## src/rtl/uart_frame_arbiter.sv

```systemverilog
// rtl/uart_frame_arbiter.sv - round-robin arbiter sharing one 5-byte UART frame sender
//
// Purpose:
//   Shares one 5-byte UART frame sender (Trans_go / Data / all_done) among
//   NUM_REQ requesters. The winner is chosen round-robin, and its 40-bit
//   payload is latched. trans_go is held until the sender reports all_done.
//   The owner then gets a one-cycle done pulse. After every frame the sender
//   gets at least GAP_CYCLES idle cycles, and it must drop all_done before
//   the next launch.
//
// Parameters:
//   NUM_REQ        number of requesters (2..8)
//   GAP_CYCLES     minimum idle cycles after completion (1..255)
//   TIMEOUT_CYCLES BUSY watchdog limit, used only with ARB_TIMEOUT_EN
//
// Optional feature macro: ARB_TIMEOUT_EN
//   When defined, a 20-bit watchdog aborts a frame that is stuck in BUSY.
//   When undefined, timeout_err is tied to 0.
//
// Ports:
//   sys_clk      in   system clock, rising edge
//   rst_n        in   asynchronous active-low reset
//   req          in   [NUM_REQ]     level request per requester
//   req_data     in   [NUM_REQ*40]  payload, slice i = [40*i+39:40*i]
//   grant        out  [NUM_REQ]     one-hot 1-cycle pulse, payload taken
//   done         out  [NUM_REQ]     one-hot 1-cycle pulse, frame finished
//   trans_go     out  to sender Trans_go
//   tx_data      out  [40]          to sender Data, stable while trans_go=1
//   all_done     in   from sender, frame complete
//   busy         out  high in any state other than IDLE
//   timeout_err  out  1-cycle pulse on watchdog abort
module uart_frame_arbiter #(
  parameter int NUM_REQ        = 4,
  parameter int GAP_CYCLES     = 2,
  parameter int TIMEOUT_CYCLES = 1000000
) (
  input  logic                  sys_clk,
  input  logic                  rst_n,
  input  logic [NUM_REQ-1:0]    req,
  input  logic [NUM_REQ*40-1:0] req_data,
  output logic [NUM_REQ-1:0]    grant,
  output logic [NUM_REQ-1:0]    done,
  output logic                  trans_go,
  output logic [39:0]           tx_data,
  input  logic                  all_done,
  output logic                  busy,
  output logic                  timeout_err
);

  localparam int         OW       = (NUM_REQ > 1) ? $clog2(NUM_REQ) : 1;
  localparam logic [7:0] GAP_LAST = 8'(GAP_CYCLES - 1);

  if (NUM_REQ < 2 || NUM_REQ > 8 || GAP_CYCLES < 1 || GAP_CYCLES > 255 ||
      TIMEOUT_CYCLES < 2 || TIMEOUT_CYCLES > 1048576) begin : g_bad_cfg
    $error("uart_frame_arbiter: parameter out of range");
  end

  typedef enum logic [1:0] {
    S_IDLE = 2'd0,
    S_BUSY = 2'd1,
    S_GAP  = 2'd2
  } state_t;

  state_t            state_q, state_d;
  logic [OW-1:0]     owner_q, owner_d;
  logic [OW-1:0]     last_q, last_d;
  logic [7:0]        gap_q, gap_d;
  logic [NUM_REQ-1:0] grant_q, grant_d;
  logic [NUM_REQ-1:0] done_q, done_d;
  logic              trans_go_q, trans_go_d;
  logic [39:0]       tx_data_q, tx_data_d;
  logic              busy_q, busy_d;

  logic              wd_hit;
  logic              win_vld;
  logic [OW-1:0]     win_idx;
  logic [OW-1:0]     cand;

`ifdef ARB_TIMEOUT_EN
  logic [19:0]       wd_q, wd_d;
  logic              terr_q, terr_d;
  assign wd_hit = (wd_q == 20'(TIMEOUT_CYCLES - 1));
`else
  assign wd_hit = 1'b0;
`endif

  // Round-robin search: scan upward from last_owner+1, wrapping, with the
  // previous owner checked last.
  always_comb begin
    win_vld = 1'b0;
    win_idx = '0;
    cand    = '0;
    for (int off = 1; off <= NUM_REQ; off++) begin
      cand = OW'((int'(last_q) + off) % NUM_REQ);
      if (!win_vld && req[cand]) begin
        win_vld = 1'b1;
        win_idx = cand;
      end
    end
  end

  // Next-state logic
  always_comb begin
    state_d = state_q;
    case (state_q)
      S_IDLE: if (win_vld) state_d = S_BUSY;
      S_BUSY: if (all_done || wd_hit) state_d = S_GAP;
      // all_done still high holds GAP so a stale completion can't end the
      // next frame
      S_GAP:  if (gap_q == GAP_LAST && !all_done) state_d = S_IDLE;
      default: state_d = S_IDLE;
    endcase
  end

  // Output / datapath logic
  always_comb begin
    grant_d    = '0;
    done_d     = '0;
    trans_go_d = trans_go_q;
    tx_data_d  = tx_data_q;
    owner_d    = owner_q;
    last_d     = last_q;
    gap_d      = gap_q;
    busy_d     = (state_d != S_IDLE);
`ifdef ARB_TIMEOUT_EN
    wd_d       = wd_q;
    terr_d     = 1'b0;
`endif
    case (state_q)
      S_IDLE: begin
        if (win_vld) begin
          grant_d    = NUM_REQ'(1) << win_idx;
          tx_data_d  = req_data[40*win_idx +: 40];
          trans_go_d = 1'b1;
          owner_d    = win_idx;
`ifdef ARB_TIMEOUT_EN
          wd_d       = '0;
`endif
        end else begin
          trans_go_d = 1'b0;
          tx_data_d  = '0;
        end
      end
      S_BUSY: begin
        if (all_done || wd_hit) begin
          trans_go_d = 1'b0;
          tx_data_d  = '0;
          done_d     = NUM_REQ'(1) << owner_q;
          last_d     = owner_q;
          gap_d      = '0;
`ifdef ARB_TIMEOUT_EN
          terr_d     = !all_done;
`endif
        end else begin
`ifdef ARB_TIMEOUT_EN
          wd_d       = wd_q + 20'd1;
`endif
        end
      end
      S_GAP: begin
        // Saturate so a long all_done hold cannot wrap the counter.
        if (gap_q != GAP_LAST) gap_d = gap_q + 8'd1;
      end
      default: begin
        trans_go_d = 1'b0;
        tx_data_d  = '0;
      end
    endcase
  end

  // State register
  always_ff @(posedge sys_clk or negedge rst_n) begin
    if (!rst_n) begin
      state_q    <= S_IDLE;
      owner_q    <= '0;
      last_q     <= OW'(NUM_REQ - 1);
      gap_q      <= '0;
      grant_q    <= '0;
      done_q     <= '0;
      trans_go_q <= 1'b0;
      tx_data_q  <= '0;
      busy_q     <= 1'b0;
    end else begin
      state_q    <= state_d;
      owner_q    <= owner_d;
      last_q     <= last_d;
      gap_q      <= gap_d;
      grant_q    <= grant_d;
      done_q     <= done_d;
      trans_go_q <= trans_go_d;
      tx_data_q  <= tx_data_d;
      busy_q     <= busy_d;
    end
  end

`ifdef ARB_TIMEOUT_EN
  always_ff @(posedge sys_clk or negedge rst_n) begin
    if (!rst_n) begin
      wd_q   <= '0;
      terr_q <= 1'b0;
    end else begin
      wd_q   <= wd_d;
      terr_q <= terr_d;
    end
  end
  assign timeout_err = terr_q;
`else
  assign timeout_err = 1'b0;
`endif

  assign grant    = grant_q;
  assign done     = done_q;
  assign trans_go = trans_go_q;
  assign tx_data  = tx_data_q;
  assign busy     = busy_q;

endmodule

```

## config.mk

```make
export PLATFORM = sky130hd
export DESIGN_NAME = uart_frame_arbiter
export DESIGN_NICKNAME = d
export VERILOG_FILES = /design/src/rtl/uart_frame_arbiter.sv
export SDC_FILE = /design/constraint.sdc
export NUM_CORES = 1
export LEC_CHECK = 0
export ABC_AREA = 1
export ABC_CLOCK_PERIOD_IN_PS = 2100
export CORE_MARGIN = 8
export CORE_UTILIZATION = 31
export CTS_CLUSTER_SIZE = 10
export DETAILED_ROUTE_END_ITERATION = 7
export PLACE_DENSITY_LB_ADDON = 0.3
export SLEW_MARGIN = 20
export SYNTH_ARGS = -nofsm -noshare
export SYNTH_HDL_FRONTEND = slang
export SYNTH_SLANG_ARGS = --single-unit
```

## constraint.sdc

```tcl
create_clock -name sys_clk -period 2.1 [get_ports sys_clk]
set_input_delay 0.42 -clock sys_clk [delete_from_list [all_inputs] [get_ports sys_clk]]
set_output_delay 0.42 -clock sys_clk [all_outputs]
set_load 0.02 [all_outputs]
```

; ---- Yosys cells after proc, flatten, opt, wreduce, memory -nomap -nowiden
; Index checks and enable logic that the tools add are counted.
[totals]
regBits = 64
elab_cells = 77
inputBits = 167
[op_classes]
multipliers = 1
n_lt_le_gt_ge = 4
reduce_logical = 15
mux = 33
add_sub_neg = 5
n_bitwise = 1
n_eq_ne = 6
n_shift = 3
[ops]
columns = operator, n
row1 = $shiftx 160x9->40, 1
row2 = $pmux 40 s3, 1
row3 = $mux 40, 2
row4 = $mux 4, 4
row5 = $mux 8, 2
row6 = $pmux 8 s2, 1
row7 = $mux 2, 7
row8 = $lt 2x3->1 const B, 4
row9 = $mux 1, 10
row10 = $add 8x1->8 const B, 1
row11 = $bmux 1 s2, 4
row12 = $eq 8x1->1 const B, 1
row13 = $ne 8x1->1 const B, 1
row14 = $shl 1x2->4 const A, 2
row15 = $pmux 2 s3, 1
row16 = $reduce_and 2->1, 3
row17 = $mul 3x2->5 const A, 1
row18 = $add 2x1->2 const B, 2
row19 = $add 2x2->2 const B, 2
row20 = $logic_and 1x1->1, 4
row21 = $logic_not 1->1, 4
row22 = $ne 2x2->1 const B, 2
row23 = $reduce_bool 2->1, 2
row24 = $pmux 1 s3, 1
row25 = other kinds (5), 5

; ---- Depth between registers and ports, before layout
[logic_depth]
ltp_word = 17
ltp_mapped = 15
mapped_depth_nobuf = 13

; ---- Worst setup path after synthesis
; Ideal clock, no wire load.
[synth_path]
path_kind = register -> register
startpoint = register last_q[0]
endpoint = register tx_data_q[29] (netlist: tx_data[29])
path_buffers = 2
required_ps = 1976
period_less_slack_ps = 1895
setup_time_ps = 124
setup_slack_ps = 205
t_arrival_ps = 1770
stages_incl_launch_ff = 14
path_cell_list = dfstp_2 > buf_4 > inv_4 > nand2_1 > nand2_1 > nand2_1 > nand2_2 > nor2_4 > nand3b_1 > nand2_2 > nor2_8 > buf_6 > nand3_1 > nand3_1
[synth_via]
elab_chain_cells = 17
elab_cells_between_ends = 30
classes_between = add/sub (4) / mul (1) / shift (1) / mux (18) / reduce/logical (6)
[synth_lines]
columns = element, line
row1 = from (decl), 66  ; logic [OW-1:0] last_q, last_d;
row2 = from (signal assigned), 176  ; last_q <= OW'(NUM_REQ - 1);
row3 = from (signal assigned), 186  ; last_q <= last_d;
row4 = $add 2x1->2, 94  ; cand = OW'((int'(last_q) + off) % NUM_REQ);
row5 = $bmux 1 s2, 95  ; if (!win_vld && req[cand]) begin
row6 = $mux 1 (not written as such), 95
row7 = $mux 1, 95
row8 = $logic_not 1->1, 95
row9 = $logic_and 1x1->1, 95
row10 = $mux 1, 95
row11 = $logic_not 1->1, 95
row12 = $logic_and 1x1->1, 95
row13 = $mux 1, 95
row14 = $logic_not 1->1, 95
row15 = $logic_and 1x1->1, 95
row16 = $mux 2, 95
row17 = $mul 3x2->5, 133  ; tx_data_d = req_data[40*win_idx +: 40];
row18 = $shiftx 160x9->40, 133
row19 = $mux 40 (*), 131  ; if (win_vld) begin
row20 = $pmux 40 s3 (*), 129  ; case (state_q)
row21 = to (signal assigned), 191  ; tx_data_q <= tx_data_d;
row22 = to (decl), 71  ; logic [39:0] tx_data_q, tx_data_d;
; Mark *: on every way between the ends. The rest lies on a longest branch, timed or not. The select of a mux whose other input is x is not followed.
; A chain may end at the register's enable or synchronous reset.

; ---- Worst setup path after layout
[layout_path]
startpoint = register last_q[0]
endpoint = register tx_data_q[21] (netlist: tx_data[21])
; Same word-level chain as after synthesis.

==> results.py <==
metrics = {
    "floorplanning": {
        "die_h_um": 136.5,
        "io_pins": 218,
        "core_area_um2": 14370,
        "num_rows": 44,
        "die-width_um": 136.5,
        "fp.dieArea_um2": 18630,
        "initial_utilization": 0.3132,
    },
    "cells_and_area": {
        "nFillCells": 1367,
        "syn_to_final_growth_pct": 69.45,
        "n_antenna_cell": 0,
        "final_layout_size_suffix_gt1_frac": 0.1051,
        "multi_input_area_um2": 2333,
        "fin_nets": 1049,
        "ff_latch_area_um2": 1604,
    },
    "route": {
        "wl_per_cell_um": 15.83,
        "first_pass_iters": 6,
        "vias": 4996,
        "wirelength_mm": 16.92,
        "drc": 0,
        "ant_nets": 0,
        "vias_per_cell": 4.674,
        "drtIter0Drc": 210,
    },
    "worst_setup_path": {
        "path_common_cell": "nand3_1",
        "end_kind": "register",
        "startpoint_type": "register",
        "rrSetupSlack_ns": 0.03,
        "cp_slowest_cell": "dfstp_2",
        "crit_type": "reg2reg",
        "cp_top_family": "flip-flops",
        "path_cells": "buf_12, nand2_1, nand3_1, nand2_2, inv_1, nor2_4, nand2_1, nand2_2, buf_4, a21oi_4, buf_12, nand3_1, nand3_1",
        "cp.required_ns": 2.37,
        "worstPathArrival_ns": 2.34,
        "critPathMaxStageDelay_ns": 0.61,
        "worst-path-buf-inv": 4,
        "path_max_fanout": 20,
    },
    "cts": {
        "cts_num_sinks": 64,
        "cts.htree.levels": 3,
        "cts_buffers": 9,
        "clock_latency_ns": 0.34,
        "path_clk_slew_ns": 0.06,
        "cts-root-buf": "clkbuf_16",
        "cts.path.max_buffers": 2,
        "tritoncts": "built",
        "cts_hold_buffers": 0,
        "cts_setup_buffers": 0,
    },
    "power_and_ir_drop": {
        "p_per_area_nw_per_um2": 666.9,
        "peakVddDrop_mv": 0.4105,
        "total_power_mw": 5.086,
        "p_leak_nw": 3.612,
    },
    "sta": {
        "finalSetupViolations": 0,
        "fin_tns_setup_ns": 0,
        "hold_violations": 0,
        "period_needed_ns": 2.071,
        "slew_viol_final": 0,
        "fmax_ghz": 0.4828,
        "whs_ns": 0.05385,
        "grt_setup_unrepaired": "true",
        "fin_skew_ns": 0.006712,
        "period_share": 0.9862,
        "layout_setup_ws_ns": 0.02894,
    },
    "global_routing": {
        "grt.busiest_layer": "met2",
        "grt_overflow": 0,
        "grt_max_degree": 65,
        "grt_pass1_wl_mm": 25.43,
        "use_met1": 0.2052,
        "antenna_found_initial": 1,
        "grt_use_met2": 0.2700,
        "grt_use_total": 0.1755,
        "use_met3": 0.07819,
        "grt_pass1_vias": 4896,
    },
    "logic_synthesis": {
        "syn-num-nets": 817,
        "seq_area_frac_synth": 0.3564,
        "yosys.area.top_type_share": 0.3447,
        "netlist_top_cells_area": "dfrtp_1 (34%), nand2_1 (14%), nand3_1 (14%), nand3b_1 (14%), inv_1 (8.7%)",
        "ys.warnings.count": 0,
        "yosysTopAreaCell": "dfrtp_1",
        "syn_area_um2": 4501,
        "syn_area_per_cell_um2": 6.945,
        "yosysUniqueCellTypes": 31,
        "synthCells": 648,
        "synth_seq_cells": 64,
    },
    "place": {
        "dp_hpwl_mm": 12.44,
        "preCtsSetupSlack_ns": -0.1985,
        "port_buffers": 216,
        "place_congestion": 0.8709,
    },
    "worst_hold_path": {
        "hold_class": "in2async",
    },
    "run_status": {
        "run_status": "complete, no violations",
    },
    "flow_run": {
        "maxCapViolCount": 0,
    },
}
==> layout by cell type, fill, tap and decap left out, types with 2 or more instances in the layout <==
master	count
buf_12	13
nand2_2	12
nand2_8	2
buf_6	6
nand3_1	126
nand3b_1	81
nand2_4	2
nor2_1	13
nor3_1	7
nand2_1	162
clkbuf_16	13
a21oi_4	2
dfrtp_1	62
nor2_4	2
nor2_2	2
buf_4	19
ha_1	2
inv_1	104
inv_2	3
o21ai_0	9
clkinv_4	3
dfstp_2	2
clkdlybuf4s50_1	215
a21oi_1	4
o22ai_1	2
==> synthesized netlist by cell type (all sizes together) <==
cell and instances:
inv 108, clkbuf 12, nand3 128, a21oi 7, o22ai 2, nand3b 81
a21o 1, nor2 18, nand4 1, nand2 178, o21ai 9, xor2 1
dfstp 2, a31oi 1, or2 1, conb 1, ha 2, buf 26
nor3 7, dfrtp 62
==> sequential cells by signal, summed over array words and instances (netlist names) <==
register and flops:
state_q 2, trans_go 1, done 4, busy 1, tx_data 40, last_q 2, owner_q 2, grant 4
gap_q 8
==> layer usage <==
layer	vias up	share of wire
li1	2521	-
met1	2259	0.39
met2	183	0.47
met3	31	0.10
met4	2	0.030
met5	-	0.00095
==> timing repair <==
item | 4_1_cts | 5_1_grt
gates resized for setup | 1 | 31
endpoints found under the setup margin | 1 | 46
endpoints found under the hold margin | 0 | 0
pin swaps | 1 | 5
gates cloned | 0 | 5
==> worst register-to-register path: cells and delay by family (launching register included) <==
family                 cells  cell delay, ns
AOI/OAI and AO/OA          1            0.23
buffers and inverters      4            0.56
DFF                        1            0.61
and+or+nand+nor            8            0.60
==> power by group <==
part,leakage (nW),switching [mW],internal (mW)
combinational,2.64,1.05,1.04
sequential,0.824,0.0723,1.36
clock,0.149,0.608,0.955
==> cell families after synthesis <==
logic type,after synthesis,synth area share
compound gates,20,0.02780
xor+xnor,1,0.001946
fa+ha+maj,2,0.005559
buf+inv,146,0.1418
flops,64,0.3564
other cells,1,0.0008332
simple gates,414,0.4657
==> worst paths after layout <==
check / startpoint / end / cells after the start
setup / recovery: last_q[0] / tx_data[21] / 13
hold / removal: rst_n / tx_data[38] / 2
setup reg to reg: last_q[0] / tx_data[21] / 13
hold reg to reg: gap_q[4] / gap_q[4] / 1
max in group asynchronous: rst_n / last_q[0] / 2
min in group sys_clk: gap_q[4] / gap_q[4] / 1
==> through the flow <==
step	area [µm²]	std cells	utilization
floorplan	4501	648	-
global placement	7081	1048	0.4928
detailed placement	7081	1048	0.4928
CTS	7391	1064	0.5144
global route	7626	1069	0.5307
finish	7626	1069	0.5307
==> cell type report <==
class	count	share of cell area
clock buffer	10	0.03134
clock inverter	6	0.009024
inverter	108	0.05349
multi-input combinational	438	0.3060
sequential	64	0.2103
tap	184	0.03019
timing repair buffer	259	0.3596
No activity file was read; power rests on OpenSTA's default activity.
